### config.mk
export PLATFORM = sky130hd
export DESIGN_NAME = seven_seg_reader
export DESIGN_NICKNAME = d
export VERILOG_FILES = /design/src/rtl/seven_seg_reader_pkg.sv /design/src/rtl/seg7_glyph_decode.sv /design/src/rtl/seven_seg_reader.sv
export SDC_FILE = /design/constraint.sdc
export NUM_CORES = 1
export LEC_CHECK = 0
export BUFFER_PORTS_ARGS = -buffer_cell sky130_fd_sc_hd__buf_4
export CORE_ASPECT_RATIO = 0.9
export CORE_UTILIZATION = 26
export DETAILED_ROUTE_END_ITERATION = 6
export SYNTH_ARGS = -nofsm -noshare
export SYNTH_HDL_FRONTEND = slang
export SYNTH_HIERARCHICAL = 1
export SYNTH_SLANG_ARGS = --single-unit
### constraint.sdc
create_clock -name input_clock_1 -period 2.8 [get_ports input_clock_1]
set_input_delay 0.56 -clock input_clock_1 [delete_from_list [all_inputs] [get_ports input_clock_1]]
set_output_delay 0.56 -clock input_clock_1 [all_outputs]
set_load 0.02 [all_outputs]
### src/rtl/seven_seg_reader_pkg.sv
// rtl/seven_seg_reader_pkg.sv - shared types and constants for the seven-segment reader
// Contents: reader FSM state enum, 16-entry glyph table {g..a} indexed by hex value,
// and the all-segments-off pattern.
package seven_seg_reader_pkg;

   typedef enum logic [1:0] {
      ST_BLANK,
      ST_SETTLE,
      ST_LOCKED
   } state_t;

   localparam logic [6:0] BLANK_PATTERN = 7'h00;

   // Element i is the segment pattern of hex digit i (element 0 is the rightmost entry).
   localparam logic [15:0][6:0] GLYPH_TABLE = {
      7'h71, 7'h79, 7'h5E, 7'h39, 7'h7C, 7'h77, 7'h6F, 7'h7F,
      7'h07, 7'h7D, 7'h6D, 7'h66, 7'h4F, 7'h5B, 7'h06, 7'h3F
   };

endpackage

### src/rtl/seg7_glyph_decode.sv
// rtl/seg7_glyph_decode.sv - combinational segment-pattern to hex-nibble lookup
// Ports:
//   pattern : in  7  segment levels {g,f,e,d,c,b,a}
//   nibble  : out 4  hex value of the matching glyph (0 when no match)
//   legal   : out 1  pattern matches one of the 16 hex glyphs
module seg7_glyph_decode
   import seven_seg_reader_pkg::*;
(
   input  logic [6:0] pattern,
   output logic [3:0] nibble,
   output logic       legal
);

   // Glyphs are all distinct, so at most one entry can match.
   always_comb begin
      nibble = 4'd0;
      legal  = 1'b0;
      for (int i = 0; i < 16; i++) begin
         if (pattern == GLYPH_TABLE[i]) begin
            nibble = 4'(i);
            legal  = 1'b1;
         end
      end
   end

endmodule

### src/rtl/seven_seg_reader.sv
// rtl/seven_seg_reader.sv - debounced seven-segment display reader and hex decoder
// Ports:
//   input_clock_1    : in  1  system clock, rising edge
//   input_reset_2    : in  1  asynchronous active-high reset
//   input_segments_3 : in  7  asynchronous segment levels {g..a}
//   input_dot_4      : in  1  asynchronous decimal-point level
//   output_hex_5     : out 4  last accepted hex digit
//   output_dot_6     : out 1  dp captured with the last accepted digit
//   output_valid_7   : out 1  one-cycle pulse on a legal accept
//   output_blank_8   : out 1  accepted pattern was all-off
//   output_error_9   : out 1  accepted pattern was not a glyph (sticky until next legal accept)
//   output_count_10  : out 8  legal accepts since reset, modulo 256
module seven_seg_reader
   import seven_seg_reader_pkg::*;
#(
   parameter int unsigned STABLE_CYCLES = 4
)
(
   input  logic       input_clock_1,
   input  logic       input_reset_2,
   input  logic [6:0] input_segments_3,
   input  logic       input_dot_4,
   output logic [3:0] output_hex_5,
   output logic       output_dot_6,
   output logic       output_valid_7,
   output logic       output_blank_8,
   output logic       output_error_9,
   output logic [7:0] output_count_10
);

   // Sample layout: bit 7 = dp, bits 6:0 = segments.
   logic [7:0] sync1_q, sync1_d;
   logic [7:0] sync2_q, sync2_d;
   logic [7:0] prev_q,  prev_d;
   state_t     state_q, state_d;
   logic [3:0] cnt_q,   cnt_d;
   logic [3:0] hex_q,   hex_d;
   logic       dot_q,   dot_d;
   logic       valid_q, valid_d;
   logic       blank_q, blank_d;
   logic       error_q, error_d;
   logic [7:0] count_q, count_d;

   logic [3:0] dec_nibble;
   logic       dec_legal;
   logic       same;
   logic [3:0] cnt_inc;

   seg7_glyph_decode u_decode (
      .pattern (sync2_q[6:0]),
      .nibble  (dec_nibble),
      .legal   (dec_legal)
   );

   assign same    = (sync2_q == prev_q);
   assign cnt_inc = cnt_q + 4'd1;

   always_comb begin
      sync1_d = {input_dot_4, input_segments_3};
      sync2_d = sync1_q;
      prev_d  = sync2_q;
      state_d = state_q;
      cnt_d   = cnt_q;
      hex_d   = hex_q;
      dot_d   = dot_q;
      valid_d = 1'b0;
      blank_d = blank_q;
      error_d = error_q;
      count_d = count_q;

      case (state_q)
         ST_SETTLE: begin
            if (!same) begin
               cnt_d = 4'd0;
            end else if (cnt_inc == 4'(STABLE_CYCLES - 1)) begin
               // Pattern has been stable long enough: accept it.
               cnt_d = 4'd0;
               if (sync2_q[6:0] == BLANK_PATTERN) begin
                  state_d = ST_BLANK;
                  blank_d = 1'b1;
               end else begin
                  state_d = ST_LOCKED;
                  if (dec_legal) begin
                     hex_d   = dec_nibble;
                     dot_d   = sync2_q[7];
                     valid_d = 1'b1;
                     error_d = 1'b0;
                     blank_d = 1'b0;
                     count_d = count_q + 8'd1;
                  end else begin
                     error_d = 1'b1;
                  end
               end
            end else begin
               cnt_d = cnt_inc;
            end
         end
         default: begin
            // BLANK and LOCKED behave alike: wait for any change, dp included.
            if (!same) begin
               state_d = ST_SETTLE;
               cnt_d   = 4'd0;
            end
         end
      endcase
   end

   always_ff @(posedge input_clock_1 or posedge input_reset_2) begin
      if (input_reset_2) begin
         sync1_q <= 8'd0;
         sync2_q <= 8'd0;
         prev_q  <= 8'd0;
         state_q <= ST_BLANK;
         cnt_q   <= 4'd0;
         hex_q   <= 4'd0;
         dot_q   <= 1'b0;
         valid_q <= 1'b0;
         blank_q <= 1'b1;
         error_q <= 1'b0;
         count_q <= 8'd0;
      end else begin
         sync1_q <= sync1_d;
         sync2_q <= sync2_d;
         prev_q  <= prev_d;
         state_q <= state_d;
         cnt_q   <= cnt_d;
         hex_q   <= hex_d;
         dot_q   <= dot_d;
         valid_q <= valid_d;
         blank_q <= blank_d;
         error_q <= error_d;
         count_q <= count_d;
      end
   end

   assign output_hex_5    = hex_q;
   assign output_dot_6    = dot_q;
   assign output_valid_7  = valid_q;
   assign output_blank_8  = blank_q;
   assign output_error_9  = error_q;
   assign output_count_10 = count_q;

endmodule

## Yosys cells after proc, flatten, opt, wreduce, memory -nomap -nowiden

Cells that the tools add are included.

- Equal/unequal tests: 22
- Multiplexer cells: 48
- Reduce and logical (&&, ||, !) cells: 6
- Add/subtract/negate cells: 2
- Bitwise gates (word level): 1

Operator list:

| cell | count |
|---|---|
| 7-bit == test, second input constant | 12 |
| 4-bit two-way mux | 12 |
| 1-bit two-way mux | 25 |
| 7-bit by 3-bit == test with 1-bit output, second input constant | 2 |
| 7-bit by 6-bit == test with 1-bit output, second input constant | 2 |
| 2-bit two-way mux | 7 |
| 3-bit two-way mux | 4 |
| 8-bit by 1-bit adder with 8-bit output, second input constant | 1 |
| 8-bit == test | 1 |
| 4-bit AND reduction | 2 |
| 7-bit zero test | 1 |
| 5-bit AND reduction | 1 |
| 4-bit by 1-bit adder with 4-bit output, second input constant | 1 |
| 4-bit by 2-bit == test with 1-bit output, second input constant | 1 |
| 2-bit != test, second input constant | 2 |
| 3-bit AND reduction | 1 |
| 2-bit by 1-bit == test with 1-bit output, second input constant | 1 |
| 2-bit by 1-bit != test with 1-bit output, second input constant | 1 |
| 2-bit nonzero test | 1 |
| 1-bit inverter | 1 |

- Bits in registers: 46
- Input port bits: 10
- Output and inout bits: 16

## Longest topological paths before layout

- Depth after elaboration: 22
- Mapped depth: 9
- Mapped depth without buffers: 8

## Cells and area by module

Netlist, hierarchy kept.

Modules (own cells, without submodules):

| module | times used | cells each | seq. area each (um^2) | area an instance (um^2) |
|---|---|---|---|---|
| seven_seg_reader | 1 | 118 | 1152.4 | 1751.7 |
| seg7_glyph_decode | 1 | 61 | 0.0 | 415.4 |

## Worst setup path after synthesis

No wires, ideal clock.

- Path kind: input to register
- From: input prev_d[5]
- To: register count_q[7] (netlist: output_count_10[7])
- Path slack: 0.559 ns
- Stages on the path: 10
- Arrival: 2.162 ns
- Required time: 2.721 ns
- Cells stage by stage: dfrtp_1 > buf_6 > or3_4 > nor3_4 > a2111oi_1 > nand3_1 > and4_1 > nand3_1 > nor4_1 > xor2_1

- Cells in the longest elaborated chain, start to end: 18
- Elaborated cells on any way between the ends: 36

Ends and longest elaborated chain:

| what | RTL line | RTL |
|---|---|---|
| from (decl) | seven_seg_reader.sv:34 | `logic [7:0] prev_q, prev_d;` |
| 7-bit by 6-bit == test with 1-bit output | seg7_glyph_decode.sv:19 | `if (pattern == GLYPH_TABLE[i]) begin` |
| 1-bit two-way mux (15 in series) | seg7_glyph_decode.sv:19 |  |
| 1-bit two-way mux (*) | seg7_glyph_decode.sv:19 |  |
| via dec_legal | seven_seg_reader.sv:45 | `logic dec_legal;` |
| 5-bit AND reduction (no line) (*) | n/a |  |
| to (signal assigned) | seven_seg_reader.sv:132 | `count_q <= count_d;` |
| to (decl) | seven_seg_reader.sv:42 | `logic [7:0] count_q, count_d;` |

Mark *: on every way through the listed nets, which the timed path passes. The rest lies on a longest branch.
A chain may end at the register's enable or synchronous reset.

## Final worst setup path

Ends and elaborated chain as after synthesis.

==> Flow_metrics.wiki <==
{| class="wikitable"
! Metric !! Value
|-
| Shortest period the worst path allows || 2.53 ns
|-
| Global-route wire length before repair || 6420 µm
|-
| Minimum setup slack in the final design || 0.270 ns
|-
| Final core occ || 31.5%
|-
| Core Region || 0.00807 mm²
|-
| Pwr/cell area || 473 mW/mm²
|-
| Crit. Startpoint || prev_d[5]
|-
| Critical-path maximum fanout || 13
|-
| Slowest cell on crit path || dfrtp_1
|-
| Post-place setup slack || 0.246 ns
|-
| Source of the worst register-to-register timing path || prev_d[5]
|-
| Fillers || 827
|-
| Layout Nets || 220
|-
| Row count || 31
|-
| Largest stage delay on the critical path || 0.56 ns
|-
| Number of max-slew violations in the final report || 0
|-
| Syn-to-layout area delta || 17.1%
|-
| Crit start category || register
|-
| Data required time of the critical path || 3.03 ns
|-
| Number of levels in the clock H-tree || 2
|-
| Worst-Margin Slew || 0.532 ns
|-
| Worst hold path class || in2async
|-
| Async S/R FF share, synth || 100%
|-
| CTS Root Buffer Type || clkbuf_8
|-
| Router iterations before antenna repair || 6
|-
| Via count of the routed design || 1380
|-
| Worst slew margin relative to its limit || 64.6%
|-
| Initial DRC count || 107
|-
| Clock sink count || 46
|-
| Total setup violations reported at the end of the flow || 0
|-
| Initial standard-cell utilization of the core || 26.9%
|-
| Aggregate negative setup slack || 0 ns
|-
| Crit Path Class || reg2reg
|-
| Cell with the most instances on the worst path || nand3_1
|-
| Buffers on Ports || 25
|-
| Full die area || 0.00870 mm²
|-
| Number of nets in the synthesized netlist || 192
|-
| Vias per cell || 4.50
|-
| Max-cap violations || 0
|-
| Setup bufs post-CTS || 0
|-
| Top-Level Pins || 26
|-
| Max frequency || 395 MHz
|-
| Count of unique library cells instantiated by Yosys || 49
|-
| Die height || 88.6 µm
|-
| Gate Count Post-Synth || 179
|-
| Final wirelength || 3830 µm
|-
| Worst Skew || 0.0105 ns
|-
| Wire length per cell || 12.5 µm
|-
| Violations in the final reports || DRC
|-
| Die width || 98.2 µm
|-
| Result of the run || finished, violations left
|-
| P_leak || 1.12 nW
|-
| Count of flip-flops with a built-in enable after synthesis || 0
|-
| Latest clock arrival within the worst-skew pair || 0.30 ns
|-
| Count of state elements after synthesis || 46
|-
| Clk buf depth || 2
|-
| Total inserted antenna cells || 0
|-
| RSZ-0062 raised after global routing || no
|-
| Ys flop type || dfrtp_1
|-
| DRC violation count after routing || 4
|-
| Overflow after GRT || 0
|-
| Global-route usage over all layers || 9.49%
|-
| Maximum number of pins on one net before global-route repair || 32
|-
| Residual antenna-violating net count after detailed routing || 0
|-
| Crit path cell chain || or3_4 > nor3_4 > a2111oi_1 > nand3_1 > and4_1 > nand3_1 > nor4_1 > xor2_1
|-
| Proportion of layout cells with a drive suffix above 1 || 29.3%
|-
| Data arrival time of the critical path || 2.76 ns
|-
| Sum of net half-perimeters after detailed placement || 2740 µm
|-
| Initial antenna violation count || 0
|-
| Final std cells w/o fill || 307
|-
| Register area share after synthesis || 53.2%
|-
| Worst supply voltage drop on vdd || 0.000207 V
|-
| Post-Synthesis Cell Area || 0.00217 mm²
|-
| Count of endpoints failing hold in the final timing report || 0
|-
| Kind of end point of the critical path || register
|-
| Cell total after placement || 299
|-
| Routability Congestion || 0.939
|-
| Clock tree from TritonCTS || done
|-
| Warning count from the yosys run || 6
|-
| Post-route clock period utilization || 90.3%
|-
| Clock slew at the register clock pins of the worst setup and hold paths || 0.09 ns
|-
| Average cell area after synthesis || 12.1 µm²
|-
| CTS buffer count || 5
|-
| Vias in the first global route || 1284
|}
[routing by layer]
metal / up-vias / GRT usage, % / share of wire, %
met5: - / 0 / 0
met4: 0 / 2.58 / 0.52
met3: 2 / 3.16 / 5.5
met2: 42 / 13.8 / 43
met1: 639 / 13.5 / 51
li1: 697 / - / -
[stage by stage]
step                power (mW)  instance area [µm²]  hold WS [ns]
floorplan                0.777                 2170         0.331
global placement         0.799                 2440         0.333
detailed placement       0.800                 2440         0.335
CTS                       1.22                 2540         0.212
global route              1.26                 2540         0.223
finish                    1.20                 2540         0.217
[cell usage after synthesis (4+ instances only)]
master / count / share of area, %
nand2_1: 12 / 2.1
xor2_1: 15 / 6.1
nand3_1: 7 / 1.6
nor4_1: 4 / 1.2
nor3_1: 6 / 1.4
o21ai_1: 4 / 0.92
nor2_1: 10 / 1.7
dfrtp_1: 45 / 52
mux2_4: 6 / 4.2
xnor2_1: 7 / 2.8
[state kept, by name, summed over array words and instances (netlist names), 2 cells and up]
name and flops:
cnt_q 4, output_count_10 8, output_hex_5 4, prev_d 8, prev_q 8, state_q 2
sync1_q 8
[worst max-delay path: cells and delay by family, from the launching register on]
kind | cells | cell delay [ns]
AO/OA/AOI/OAI | 1 | 0.11
XOR/XNOR | 1 | 0.18
flip-flops | 1 | 0.56
AND/OR/NAND/NOR | 6 | 1.63
[cell families after synthesis]
logic type,Yosys count,share of synthesized area [%]
XOR/XNOR,22,8.89
multiplexers,7,4.68
adder cells (fa/ha/maj),3,1.73
flip-flops,46,53.2
AND/OR/NAND/NOR,66,20.1
AO/OA/AOI/OAI,24,7.85
buffers and inverters,11,3.58
[cells in the final DEF, fill, tap and decap left out, drive strengths merged]
| master | netlist | routed |
|---|---|---|
| o32a | 1 | 1 |
| xor2 | 15 | 15 |
| or2 | 1 | 1 |
| dfrtp | 45 | 45 |
| and4 | 2 | 2 |
| o21ai | 6 | 6 |
| nand2 | 15 | 15 |
| o31ai | 1 | 1 |
| o2111a | 1 | 1 |
| clkinv | 0 | 1 |
| inv | 3 | 3 |
| mux2 | 7 | 7 |
| o22ai | 1 | 1 |
| nor3b | 1 | 1 |
| nor4 | 6 | 6 |
| or3 | 1 | 1 |
| buf | 8 | 29 |
| nand3 | 9 | 9 |
| nor3 | 7 | 7 |
| nand4 | 3 | 3 |
| dfstp | 1 | 1 |
| nand3b | 2 | 2 |
| a31oi | 1 | 1 |
| nand2b | 2 | 2 |
| a211oi | 3 | 3 |
| a32o | 2 | 2 |
| and3 | 3 | 3 |
| nor2 | 10 | 10 |
| a2111oi | 1 | 1 |
| a32oi | 1 | 1 |
| o211ai | 3 | 3 |
| clkinvlp | 0 | 1 |
| and2b | 1 | 1 |
| xnor2 | 7 | 7 |
| ha | 3 | 3 |
| clkbuf | 0 | 6 |
| a21oi | 3 | 3 |
| nor4b | 2 | 2 |
| or4b | 1 | 1 |
[power by group]
| part | leakage, nW | switching (mW) | internal, mW |
|---|---|---|---|
| sequential | 0.577 | 0.0246 | 0.681 |
| combinational | 0.498 | 0.0463 | 0.0336 |
| clock | 0.0472 | 0.217 | 0.198 |
| total | 1.12 | 0.288 | 0.913 |
[repair_timing]
| item | CTS | global route |
|---|---|---|
| resized for setup | 0 | 1 |
| setup endpoints to repair | 0 | 1 |
| hold endpoints to repair | 0 | 0 |
| hold buffers | 0 | 0 |
[final cells by class]
| cell class | count | area (µm²) | area share [%] |
|---|---|---|---|
| flip-flops and latches | 46 | 1150 | 45.4 |
| multi-input cells | 122 | 937 | 36.9 |
| repair buffers | 29 | 218 | 8.58 |
| well taps | 99 | 124 | 4.88 |
| clock buffers | 6 | 82.6 | 3.25 |
| clock inverters | 2 | 12.5 | 0.493 |
| inverters | 3 | 11.3 | 0.444 |
[final timing paths]
check | to | slack, ns | cells after the start
min in group input_clock_1 | prev_d[4] | 0.35 | 0
setup / recovery | output_count_10[7] | 0.27 | 8
max in group asynchronous | output_blank_8 | 1.87 | 3
setup reg to reg | output_count_10[7] | 0.27 | 8
hold / removal | sync1_q[6] | 0.22 | 2
hold reg to reg | prev_d[4] | 0.35 | 0
No activity file was read; power rests on OpenSTA's default activity.
